$ cat src/rtl/imem_arbiter.sv
// imem_arbiter: shares the single-ported instruction ROM between the fetch
// stage (if_*) and a debug/loader read port (dbg_*). Round-robin arbitration,
// a grant/rvalid handshake and a LATENCY-cycle wait counter for the ROM.
//
// Ports:
//   clk_i, rst_i                 clock, synchronous active-high reset
//   if_req_i / if_addr_i         fetch request and byte address
//   if_gnt_o                     fetch accepted this cycle (combinational)
//   if_rvalid_o / if_rdata_o     fetch response pulse and held read data
//   dbg_req_i / dbg_addr_i       debug request and byte address
//   dbg_gnt_o                    debug accepted this cycle (combinational)
//   dbg_rvalid_o / dbg_rdata_o   debug response pulse and held read data
//   mem_addr_o                   address driven to the ROM (registered)
//   mem_data_i                   combinational ROM read data
module imem_arbiter #(
    parameter int unsigned ADDR_W  = 64,
    parameter int unsigned DATA_W  = 32,
    parameter int unsigned LATENCY = 1
) (
    input  logic              clk_i,
    input  logic              rst_i,
    input  logic              if_req_i,
    input  logic [ADDR_W-1:0] if_addr_i,
    output logic              if_gnt_o,
    output logic              if_rvalid_o,
    output logic [DATA_W-1:0] if_rdata_o,
    input  logic              dbg_req_i,
    input  logic [ADDR_W-1:0] dbg_addr_i,
    output logic              dbg_gnt_o,
    output logic              dbg_rvalid_o,
    output logic [DATA_W-1:0] dbg_rdata_o,
    output logic [ADDR_W-1:0] mem_addr_o,
    input  logic [DATA_W-1:0] mem_data_i
);

    localparam int unsigned CNT_W = 4;

    if (LATENCY < 1 || LATENCY > 15) begin : g_bad_latency
        $error("imem_arbiter: LATENCY must be in 1..15");
    end

    typedef enum logic [1:0] {
        IDLE = 2'd0,
        WAIT = 2'd1,
        RESP = 2'd2
    } state_t;

    typedef enum logic {
        OWN_IF  = 1'b0,
        OWN_DBG = 1'b1
    } owner_t;

    state_t              state_q,      state_d;
    owner_t              owner_q,      owner_d;
    owner_t              last_q,       last_d;
    logic [ADDR_W-1:0]   addr_q,       addr_d;
    logic [CNT_W-1:0]    cnt_q,        cnt_d;
    logic [DATA_W-1:0]   if_rdata_q,   if_rdata_d;
    logic [DATA_W-1:0]   dbg_rdata_q,  dbg_rdata_d;
    logic                if_rvalid_q,  if_rvalid_d;
    logic                dbg_rvalid_q, dbg_rvalid_d;
    logic                gnt_if,       gnt_dbg;

    // State and datapath registers; reset discards any access in flight.
    always_ff @(posedge clk_i) begin
        if (rst_i) begin
            state_q      <= IDLE;
            owner_q      <= OWN_IF;
            last_q       <= OWN_DBG;
            addr_q       <= '0;
            cnt_q        <= '0;
            if_rdata_q   <= '0;
            dbg_rdata_q  <= '0;
            if_rvalid_q  <= 1'b0;
            dbg_rvalid_q <= 1'b0;
        end else begin
            state_q      <= state_d;
            owner_q      <= owner_d;
            last_q       <= last_d;
            addr_q       <= addr_d;
            cnt_q        <= cnt_d;
            if_rdata_q   <= if_rdata_d;
            dbg_rdata_q  <= dbg_rdata_d;
            if_rvalid_q  <= if_rvalid_d;
            dbg_rvalid_q <= dbg_rvalid_d;
        end
    end

    // Next-state, arbitration and capture logic.
    always_comb begin
        state_d      = state_q;
        owner_d      = owner_q;
        last_d       = last_q;
        addr_d       = addr_q;
        cnt_d        = cnt_q;
        if_rdata_d   = if_rdata_q;
        dbg_rdata_d  = dbg_rdata_q;
        if_rvalid_d  = 1'b0;
        dbg_rvalid_d = 1'b0;
        gnt_if       = 1'b0;
        gnt_dbg      = 1'b0;

        case (state_q)
            IDLE, RESP: begin
                state_d = IDLE;
                // On a tie the port that did not win last time is served.
                if (if_req_i && (!dbg_req_i || last_q == OWN_DBG)) begin
                    gnt_if = 1'b1;
                end else if (dbg_req_i) begin
                    gnt_dbg = 1'b1;
                end

                if (gnt_if) begin
                    addr_d  = if_addr_i;
                    owner_d = OWN_IF;
                    last_d  = OWN_IF;
                    cnt_d   = CNT_W'(LATENCY - 1);
                    state_d = WAIT;
                end else if (gnt_dbg) begin
                    addr_d  = dbg_addr_i;
                    owner_d = OWN_DBG;
                    last_d  = OWN_DBG;
                    cnt_d   = CNT_W'(LATENCY - 1);
                    state_d = WAIT;
                end
            end

            WAIT: begin
                if (cnt_q == '0) begin
                    if (owner_q == OWN_IF) begin
                        if_rdata_d  = mem_data_i;
                        if_rvalid_d = 1'b1;
                    end else begin
                        dbg_rdata_d  = mem_data_i;
                        dbg_rvalid_d = 1'b1;
                    end
                    state_d = RESP;
                end else begin
                    cnt_d = cnt_q - CNT_W'(1);
                end
            end

            default: begin
                state_d = IDLE;
            end
        endcase
    end

    assign if_gnt_o     = gnt_if;
    assign dbg_gnt_o    = gnt_dbg;
    assign if_rvalid_o  = if_rvalid_q;
    assign dbg_rvalid_o = dbg_rvalid_q;
    assign if_rdata_o   = if_rdata_q;
    assign dbg_rdata_o  = dbg_rdata_q;
    assign mem_addr_o   = addr_q;

endmodule
$ cat config.mk
export PLATFORM = sky130hd
export DESIGN_NAME = imem_arbiter
export DESIGN_NICKNAME = d
export VERILOG_FILES = /design/src/rtl/imem_arbiter.sv
export SDC_FILE = /design/constraint.sdc
export NUM_CORES = 1
export LEC_CHECK = 0
export ABC_AREA = 0
export CORE_MARGIN = 5
export CORE_UTILIZATION = 37
export DETAILED_ROUTE_END_ITERATION = 16
export PLACE_DENSITY_LB_ADDON = 0.05
export RECOVER_POWER = 50
export SYNTH_ARGS = -nofsm -noshare
export SYNTH_HDL_FRONTEND = slang
export SYNTH_SLANG_ARGS = --single-unit
$ cat constraint.sdc
create_clock -name clk_i -period 1.5 [get_ports clk_i]
set_input_delay 0.3 -clock clk_i [delete_from_list [all_inputs] [get_ports clk_i]]
set_output_delay 0.3 -clock clk_i [all_outputs]
set_load 0.05 [all_outputs]
# [Word-level counts from Yosys, hierarchy flattened]
# Index checks and enable logic that the tools add are counted.
# Widths: inputs -> output; s select.
[op_classes] addsub=1 n_mul=0 div=0 n_lt_le_gt_ge=0 n_eq_ne=5 n_shift=0 muxes=21 n_bitwise=3 reduce_logical=13
[op_table] op="$mux 64" count=2
[op_table] op="$mux 1" count=13
[op_table] op="$mux 4" count=3
[op_table] op="$reduce_and 3->1" count=3
[op_table] op="$pmux 4 s2" count=1
[op_table] op="$logic_not 4->1" count=1
[op_table] op="$ne 2x2->1 const B" count=2
[op_table] op="$pmux 2 s2" count=1
[op_table] op="$reduce_bool 2->1" count=2
[op_table] op="$sub 4x1->4 const B" count=1
[op_table] op="$ne 3x3->1 const B" count=1
[op_table] op="$not 1->1" count=3
[op_table] op="$reduce_or 3->1" count=1
[op_table] op="$eq 2x1->1 const B" count=1
[op_table] op="$eq 2x2->1 const B" count=1
[op_table] op="$logic_not 2->1" count=1
[op_table] op="$mux 2" count=1
[op_table] op="$reduce_and 2->1" count=1
[op_table] op="$reduce_or 2->1" count=1
[op_table] op="$logic_and 1x1->1" count=1
[op_table] op="$logic_not 1->1" count=1
[op_table] op="$logic_or 1x1->1" count=1
[word_totals] regBits=138 latch_bits=0 mem_bits_rw=0 rom_bits=0 input_bits=164 word_cells=52 mem_count=0

# [Longest topological paths before layout]
# Gate-level depths: netlist of the first run.
[depth] word_depth=8 depth_mapped=7 depth_no_buf=5

# [Worst setup path before layout of the first run]
# Ideal clock, no wire load.
[synth_timing] path_type="in2out" from="input if_req_i" to="output if_gnt_o" arrival_time_ns=1.771 required_time_ns=1.200 slack_ns=-0.571 stages=4 cell_sequence="inv_1 > clkbuf_1 > clkbuf_1 > nor3_1"
[synth_between] elab_chain_len=4
[synth_rtl] element="start, declared" line="22" source="input logic if_req_i,"
[synth_rtl] element="$logic_and 1x1->1" line="107" source="if (if_req_i && (!dbg_req_i || last_q == OWN_DBG)) begin"
[synth_rtl] element="$mux 1" line="107"
[synth_rtl] element="$mux 1 (2 in series)" line="103" source="case (state_q)"
[synth_rtl] element="end, declared" line="24" source="output logic if_gnt_o,"
# Every way passes these cells. The select of a mux whose other input is x is not followed.

# [Final worst setup path of the first run]
[layout_timing] from="register cnt_q[1]" to="register dbg_rdata_q[28], in the netlist dbg_rdata_o[28]"
[layout_between] elab_chain_len=2
[layout_rtl] element="start, declared" line="57" source="logic [CNT_W-1:0] cnt_q, cnt_d;"
[layout_rtl] element="start signal, assigned" line="81" source="cnt_q <= cnt_d;"
[layout_rtl] element="$logic_not 4->1" line="129" source="if (cnt_q == '0) begin"
[layout_rtl] element="$reduce_and 3->1 (no line)"
[layout_rtl] element="end signal, assigned" line="83" source="dbg_rdata_q <= dbg_rdata_d;"
[layout_rtl] element="end, declared" line="59" source="logic [DATA_W-1:0] dbg_rdata_q, dbg_rdata_d;"
# Every way passes these cells.
# A chain may end at the register's enable or synchronous reset.

==> impl_metrics.py, run 1 <==
metrics = {
    "timing": {
        "final_hold_viol_count": 0,
        "rsz0062_at_grt": "true",
        "setup_ws_ns": -0.2017,
        "fin_crit_ns": 1.702,
        "setup_viol": 69,
        "clock_skew_ns": 0.008617,
        "finalMaxSlewViolations": 0,
        "worst_slew_pin_slew_ns": 0.4362,
        "final.period_utilization_pct": 113.4,
        "relSlewSlack_pct": 70.92,
        "max_freq_mhz": 587.6,
    },
    "worst_setup_path": {
        "start_kind": "flop",
        "worstSetupEndpointType": "flop",
        "slowest_delay_ns": 0.60,
        "critPathKind": "reg -> reg",
        "cp_num_buf_inv": 2,
        "rr_startpoint": "cnt_q[1]$_SDFFE_PP0P_",
        "crit_family": "simple AND/OR/NAND/NOR gates",
        "worstPathCellList": "inv_2 > ha_4 > nand3b_4 > or4b_4 > buf_12 > mux2i_2",
        "cp_max_fo": 5,
        "required_ns": 1.83,
        "crit_start": "cnt_q[1]$_SDFFE_PP0P_",
        "crit_arrival_ns": 2.03,
        "worst_path_max_delay_cell": "or4b_4",
    },
    "layout": {
        "fillCellCount": 1280,
        "final_cells": 1198,
        "synthToLayoutAreaGrowth_pct": 73.57,
        "nets": 1133,
        "final_util_pct": 65.56,
        "drive_above_1_share_pct": 25.69,
    },
    "hold_path": {
        "hp-class": "in -> reg",
        "min_from": "rst_i",
    },
    "floorplanning": {
        "io_pins": 296,
        "die-area_um2": 18930,
        "die_x_um": 137.6,
        "fp-row-count": 46,
        "core-area_um2": 15940,
        "start_util_pct": 37.77,
        "fp.dieH_um": 137.6,
    },
    "place": {
        "numPortBuffers": 295,
        "place.gp.congestion": 0.8413,
        "place_hpwl_mm": 15.69,
        "pre_cts_ws_ns": -0.3606,
        "dp.cells": 1143,
    },
    "outcome": {
        "outcome": "finished with violations",
        "violations": "setup timing",
    },
    "clock_tree": {
        "clockBufferDepth": 2,
        "clkLatencyLatePin_ns": 0.42,
        "clock_sinks": 138,
        "clkTransAtPathRegs_ns": 0.06,
        "htree_num_levels": 4,
        "numCtsBuffers": 17,
        "cts_tree": "yes",
        "root_buffer": "clkbuf_16",
    },
    "synthesis": {
        "synth_seq_cells": 138,
        "syn-instance-count": 664,
        "syn_area_per_cell_um2": 9.069,
        "async_flop_share_pct": 0,
        "yosysTopAreaCell": "dfxtp_1",
        "synth_edf_count": 0,
        "netlist_area_um2": 6022,
        "synth_flop_cell": "dfxtp_1",
        "synth_top_area_share_pct": 45.88,
        "ys_warn_count": 0,
        "syn_nets": 829,
        "ys_seq_area_share_pct": 45.88,
        "ys_top_cells_by_area": "dfxtp_1, mux2i_1, nand2b_1",
        "synthTopCellsByCount": "dfxtp_1, nand2b_1, nor2_1",
        "synth.distinct_cells": 32,
        "yosysMostFrequentCell": "dfxtp_1",
    },
    "pwr": {
        "total_power_mw": 12.42,
        "total_leakage_power_nw": 4.373,
        "peakVddDrop_mv": 0.7654,
        "p_per_area_nw_per_um2": 1188,
    },
    "routing": {
        "drtIter0Drc": 378,
        "dr_total_vias": 6249,
        "drt.antenna.violating_nets": 0,
        "drt_wl_total_mm": 22.84,
        "drt-pass1-iter-count": 5,
        "wl_per_cell_um": 19.07,
        "drc": 0,
        "viasPerCell": 5.216,
    },
    "global_route": {
        "grt_pass1_vias": 6379,
        "track_usage_pct": 22.94,
        "grt_pass1_wl_mm": 33.56,
        "grt-ovfl-total": 0,
        "grt_max_degree": 46,
        "antenna_found_initial": 1,
    },
    "job": {
        "maxCapViolations": 0,
    },
}
state kept, by name (all words and copies together) (netlist names):
signal,cells
mem_addr_o,64
dbg_rdata_o,32
if_rdata_o,32
cnt_q,4
state_q,2
dbg_rvalid_o,1
if_rvalid_o,1
last_q,1
owner_q,1
layer usage:
metal  vias to the layer above  global-route usage [%]  wire (um)
met5                         -                       0          0
met4                         0                   9.202        640
met3                        45                   7.889       1862
met2                       246                   40.37      11610
met1                      2971                   25.20       8732
li1                       2987                       -          -
kinds of logic after synthesis:
family,after synthesis,synth area share [%]
buf+inv,73,5.236
compound gates,138,15.89
fa+ha+maj,1,0.2077
flops,138,45.88
simple gates,248,21.77
mux,66,11.01
area by class of cell:
type                       count  area [um2]  share of cell area [%]
antenna                        1       2.502                 0.02394
clock buffer                  19       442.9                   4.238
clock inverter                13       198.9                   1.903
inverter                       4       15.01                  0.1436
multi-input combinational    454        3087                   29.53
sequential                   138        2769                   26.49
tap                          216       270.3                   2.586
timing repair buffer         353        3667                   35.09
metrics by stage:
step	hold WS, ns	TNS, ns	area (um2)
floorplan	0.4549	-4.627	6070
global placement	0.4947	-23.17	10780
detailed placement	0.4981	-28.28	10780
CTS	0.2974	-6.959	11660
global route	0.3281	-12.45	10450
finish	0.3151	-7.172	10450
final timing paths:
path | end | slack (ns) | cells past startpoint
max | dbg_rdata_o[28]$_SDFFE_PP0P_ | -0.20 | 6
min | if_rvalid_o$_SDFF_PP0_ | 0.32 | 2
max reg2reg | dbg_rdata_o[28]$_SDFFE_PP0P_ | -0.20 | 6
min reg2reg | dbg_rdata_o[24]$_SDFFE_PP0P_ | 0.48 | 2
report_power, final:
group | total, mW | switching (mW) | internal (mW)
clock | 4.58 | 1.60 | 2.98
sequential | 4.20 | 0.211 | 3.98
combinational | 3.64 | 2.07 | 1.57
what timing repair did:
item	in CTS	in global routing
endpoints found under the hold margin	0	0
setup endpoints to repair	69	82
buffers inserted	7	7
cloned	5	5
hold buffers	0	0
gates resized for setup	20	17
pin swaps	2	3
cell usage in the layout, fill, tap and decap left out, drive strengths merged, types with 2 or more instances in the layout:
| cell | instances |
|---|---|
| o21ba | 2 |
| nand2b | 101 |
| clkbuf | 118 |
| o21ai | 64 |
| nor2b | 3 |
| inv | 4 |
| clkdlybuf4s50 | 160 |
| nor2 | 69 |
| clkinvlp | 2 |
| a311oi | 64 |
| mux2 | 2 |
| a21oi | 3 |
| nand3 | 64 |
| clkinv | 6 |
| dfxtp | 138 |
| nor3 | 4 |
| bufinv | 5 |
| mux2i | 64 |
| buf | 93 |
(Power assumes the default switching activity.)
==> run 2, diff against run 1 <==
--- a/config.mk
+++ b/config.mk
@@ -6,7 +6,7 @@
 export NUM_CORES = 1
 export LEC_CHECK = 0
 export ABC_AREA = 0
-export CORE_MARGIN = 5
+export CORE_MARGIN = 8
 export CORE_UTILIZATION = 37
 export DETAILED_ROUTE_END_ITERATION = 16
 export PLACE_DENSITY_LB_ADDON = 0.05
@@ -14,3 +14,4 @@
 export SYNTH_ARGS = -nofsm -noshare
 export SYNTH_HDL_FRONTEND = slang
 export SYNTH_SLANG_ARGS = --single-unit
+export TNS_END_PERCENT = 20
==> run 2 against run 1 <==
Against the previous run:
- clock skew shrank 0.0017 ns
- wire length shrank 4.6%
- cell count shrank 1.8%
- highest routed layer unchanged
- sequential cell count is the same
- clock-buffer cell count is the same
- worst setup slack gained 0.031 ns
- critical path type unchanged
- the flow still finishes with violations (setup timing)
- first-iteration DRC count shrank 12%
==> impl_metrics.py, run 2 (synthesis gave the netlist of run 1 again) <==
metrics = {
    "outcome": {
        "outcome": "finished with violations",
        "violations": "setup timing",
    },
    "routing": {
        "drc": 0,
        "viasPerCell": 5.168,
        "drt.antenna.violating_nets": 0,
        "wl_per_cell_um": 18.52,
        "drt_wl_total_mm": 21.78,
        "drt-pass1-iter-count": 5,
        "dr_total_vias": 6077,
        "drtIter0Drc": 334,
    },
    "pwr": {
        "p_clk_share_pct": 36.2,
        "peakVddDrop_mv": 0.8081,
        "p_switching_mw": 3.771,
        "seqPwrFrac_pct": 34.9,
        "p_int_mw": 8.290,
        "total_power_mw": 12.06,
        "power.share.switching_pct": 31.26,
        "total_leakage_power_nw": 4.214,
        "combinationalPowerShare_pct": 28.9,
        "p_per_area_nw_per_um2": 1176,
    },
    "clock_tree": {
        "cts_tree": "yes",
        "numCtsBuffers": 17,
        "cts_hold_buf": 0,
        "clock_sinks": 138,
        "clkLatencyLatePin_ns": 0.41,
        "htree_num_levels": 4,
        "clkTransAtPathRegs_ns": 0.06,
        "clockBufferDepth": 2,
        "root_buffer": "clkbuf_16",
    },
    "place": {
        "dp.cells": 1139,
        "place.gp.congestion": 0.8286,
        "numPortBuffers": 295,
        "pre_cts_ws_ns": -0.3684,
        "place_hpwl_mm": 16.37,
    },
    "worst_setup_path": {
        "r2r_end": "dbg_rdata_o[27]$_SDFFE_PP0P_",
        "worstSetupEndpointType": "flop",
        "reg2reg_slack_ns": -0.17,
        "rr_startpoint": "cnt_q[1]$_SDFFE_PP0P_",
        "reg2reg_depth": 6,
        "cp_max_fo": 17,
        "required_ns": 1.79,
        "crit_arrival_ns": 1.96,
        "critPathKind": "reg -> reg",
        "start_kind": "flop",
    },
    "layout": {
        "final_util_pct": 64.55,
        "synthToLayoutAreaGrowth_pct": 70.27,
        "fillCellCount": 1277,
        "final_cell_mix": "clkdlybuf4s50_1, dfxtp_1, nand2b_1",
        "nets": 1112,
        "multi_input_area_um2": 3057,
        "ff_latch_area_um2": 2768,
        "largest_register_ffs": 64,
        "drive_above_1_share_pct": 23.88,
        "final_common_cell": "clkdlybuf4s50_1",
        "final_cells": 1176,
    },
    "global_route": {
        "track_usage_pct": 20.85,
        "grt_pass1_vias": 6418,
        "antenna_found_initial": 1,
        "grt-ovfl-total": 0,
        "grt_pass1_wl_mm": 33.88,
        "grt_max_degree": 53,
    },
    "hold_path": {
        "min_from": "rst_i",
        "hold_end": "cnt_q[3]$_SDFFE_PP0P_",
        "hp-class": "in -> reg",
        "min_path_cells": 2,
    },
    "timing": {
        "setup_ws_ns": -0.1703,
        "rsz0062_at_grt": "true",
        "fin_crit_ns": 1.670,
        "finalMaxSlewViolations": 0,
        "max_freq_mhz": 598.7,
        "setup_viol": 39,
        "clock_skew_ns": 0.006929,
        "relSlewSlack_pct": 78.23,
        "final.period_utilization_pct": 111.4,
        "final_hold_viol_count": 0,
        "worst_slew_pin_slew_ns": 0.3279,
    },
    "floorplanning": {
        "fp-row-count": 46,
        "die_x_um": 143.6,
        "die-area_um2": 20610,
        "fp.dieH_um": 143.6,
        "core-area_um2": 15890,
        "io_pins": 296,
        "start_util_pct": 37.91,
    },
    "job": {
        "maxCapViolations": 0,
    },
}
run 2: worst max-delay path, stage by stage (launching register included):
cell      delay (ns)
dfxtp_2         0.32
inv_2           0.07
ha_4            0.15
nand3b_4        0.08
or4b_4          0.58
buf_12          0.20
mux2i_2         0.16
run 2: worst max-delay path by stage:
stage                                 start                           end  slack [ns]  cells after the start
finish                cnt_q[1]$_SDFFE_PP0P_  dbg_rdata_o[27]$_SDFFE_PP0P_       -0.17                      6
global route        state_q[0]$_SDFFE_PP0P_                     dbg_gnt_o       -0.22                      5
CTS                 state_q[0]$_SDFFE_PP0P_                     dbg_gnt_o       -0.18                      5
detailed placement                dbg_req_i   mem_addr_o[34]$_SDFFE_PP0P_       -0.37                      5
global placement      cnt_q[1]$_SDFFE_PP0P_  dbg_rdata_o[18]$_SDFFE_PP0P_       -0.30                      6
floorplan             cnt_q[1]$_SDFFE_PP0P_  dbg_rdata_o[10]$_SDFFE_PP0P_       -0.15                      7
run 2: final cells by class:
cell class	instances	area share [%]
inverters	4	0.1464
repair buffers	333	34.37
diodes	1	0.02441
flip-flops and latches	138	26.99
multi-input cells	453	29.81
clock inverters	12	1.696
well taps	216	2.636
clock buffers	19	4.320
run 2: metal layers:
metal / track usage (%) / up-vias / part of all wire [%]
met5: 0 / - / 0
met4: 11.73 / 0 / 4.5
met3: 8.162 / 56 / 8.8
met2: 35.30 / 254 / 49
met1: 21.79 / 2833 / 38
li1: - / 2934 / -
run 2: repair_timing:
item | in CTS | in global routing
setup buffers | 4 | 0
gates resized for setup | 12 | 9
pin swaps | 4 | 44
setup endpoints to repair | 70 | 118
endpoints found under the hold margin | 0 | 0
cloned | 1 | 0
run 2: stage by stage:
step                hold slack, ns  area (um2)  setup TNS (ns)
floorplan                   0.4549        6067          -4.678
global placement            0.4951       10720          -24.53
detailed placement          0.4985       10720          -29.74
CTS                         0.2678       11430          -5.033
global route                0.3255       10250          -9.950
finish                      0.2926       10250          -4.739
run 2: power groups by stage:
stage / combinational (mW) / sequential (mW) / clock [mW]
3_5_place_dp: 3.98 / 4.39 / 0
3_3_place_gp: 3.93 / 4.38 / 0
5_1_grt: 3.68 / 4.25 / 4.62
6_report: 3.49 / 4.21 / 4.36
2_1_floorplan: 0.925 / 5.24 / 0
4_1_cts: 4.04 / 4.32 / 4.45
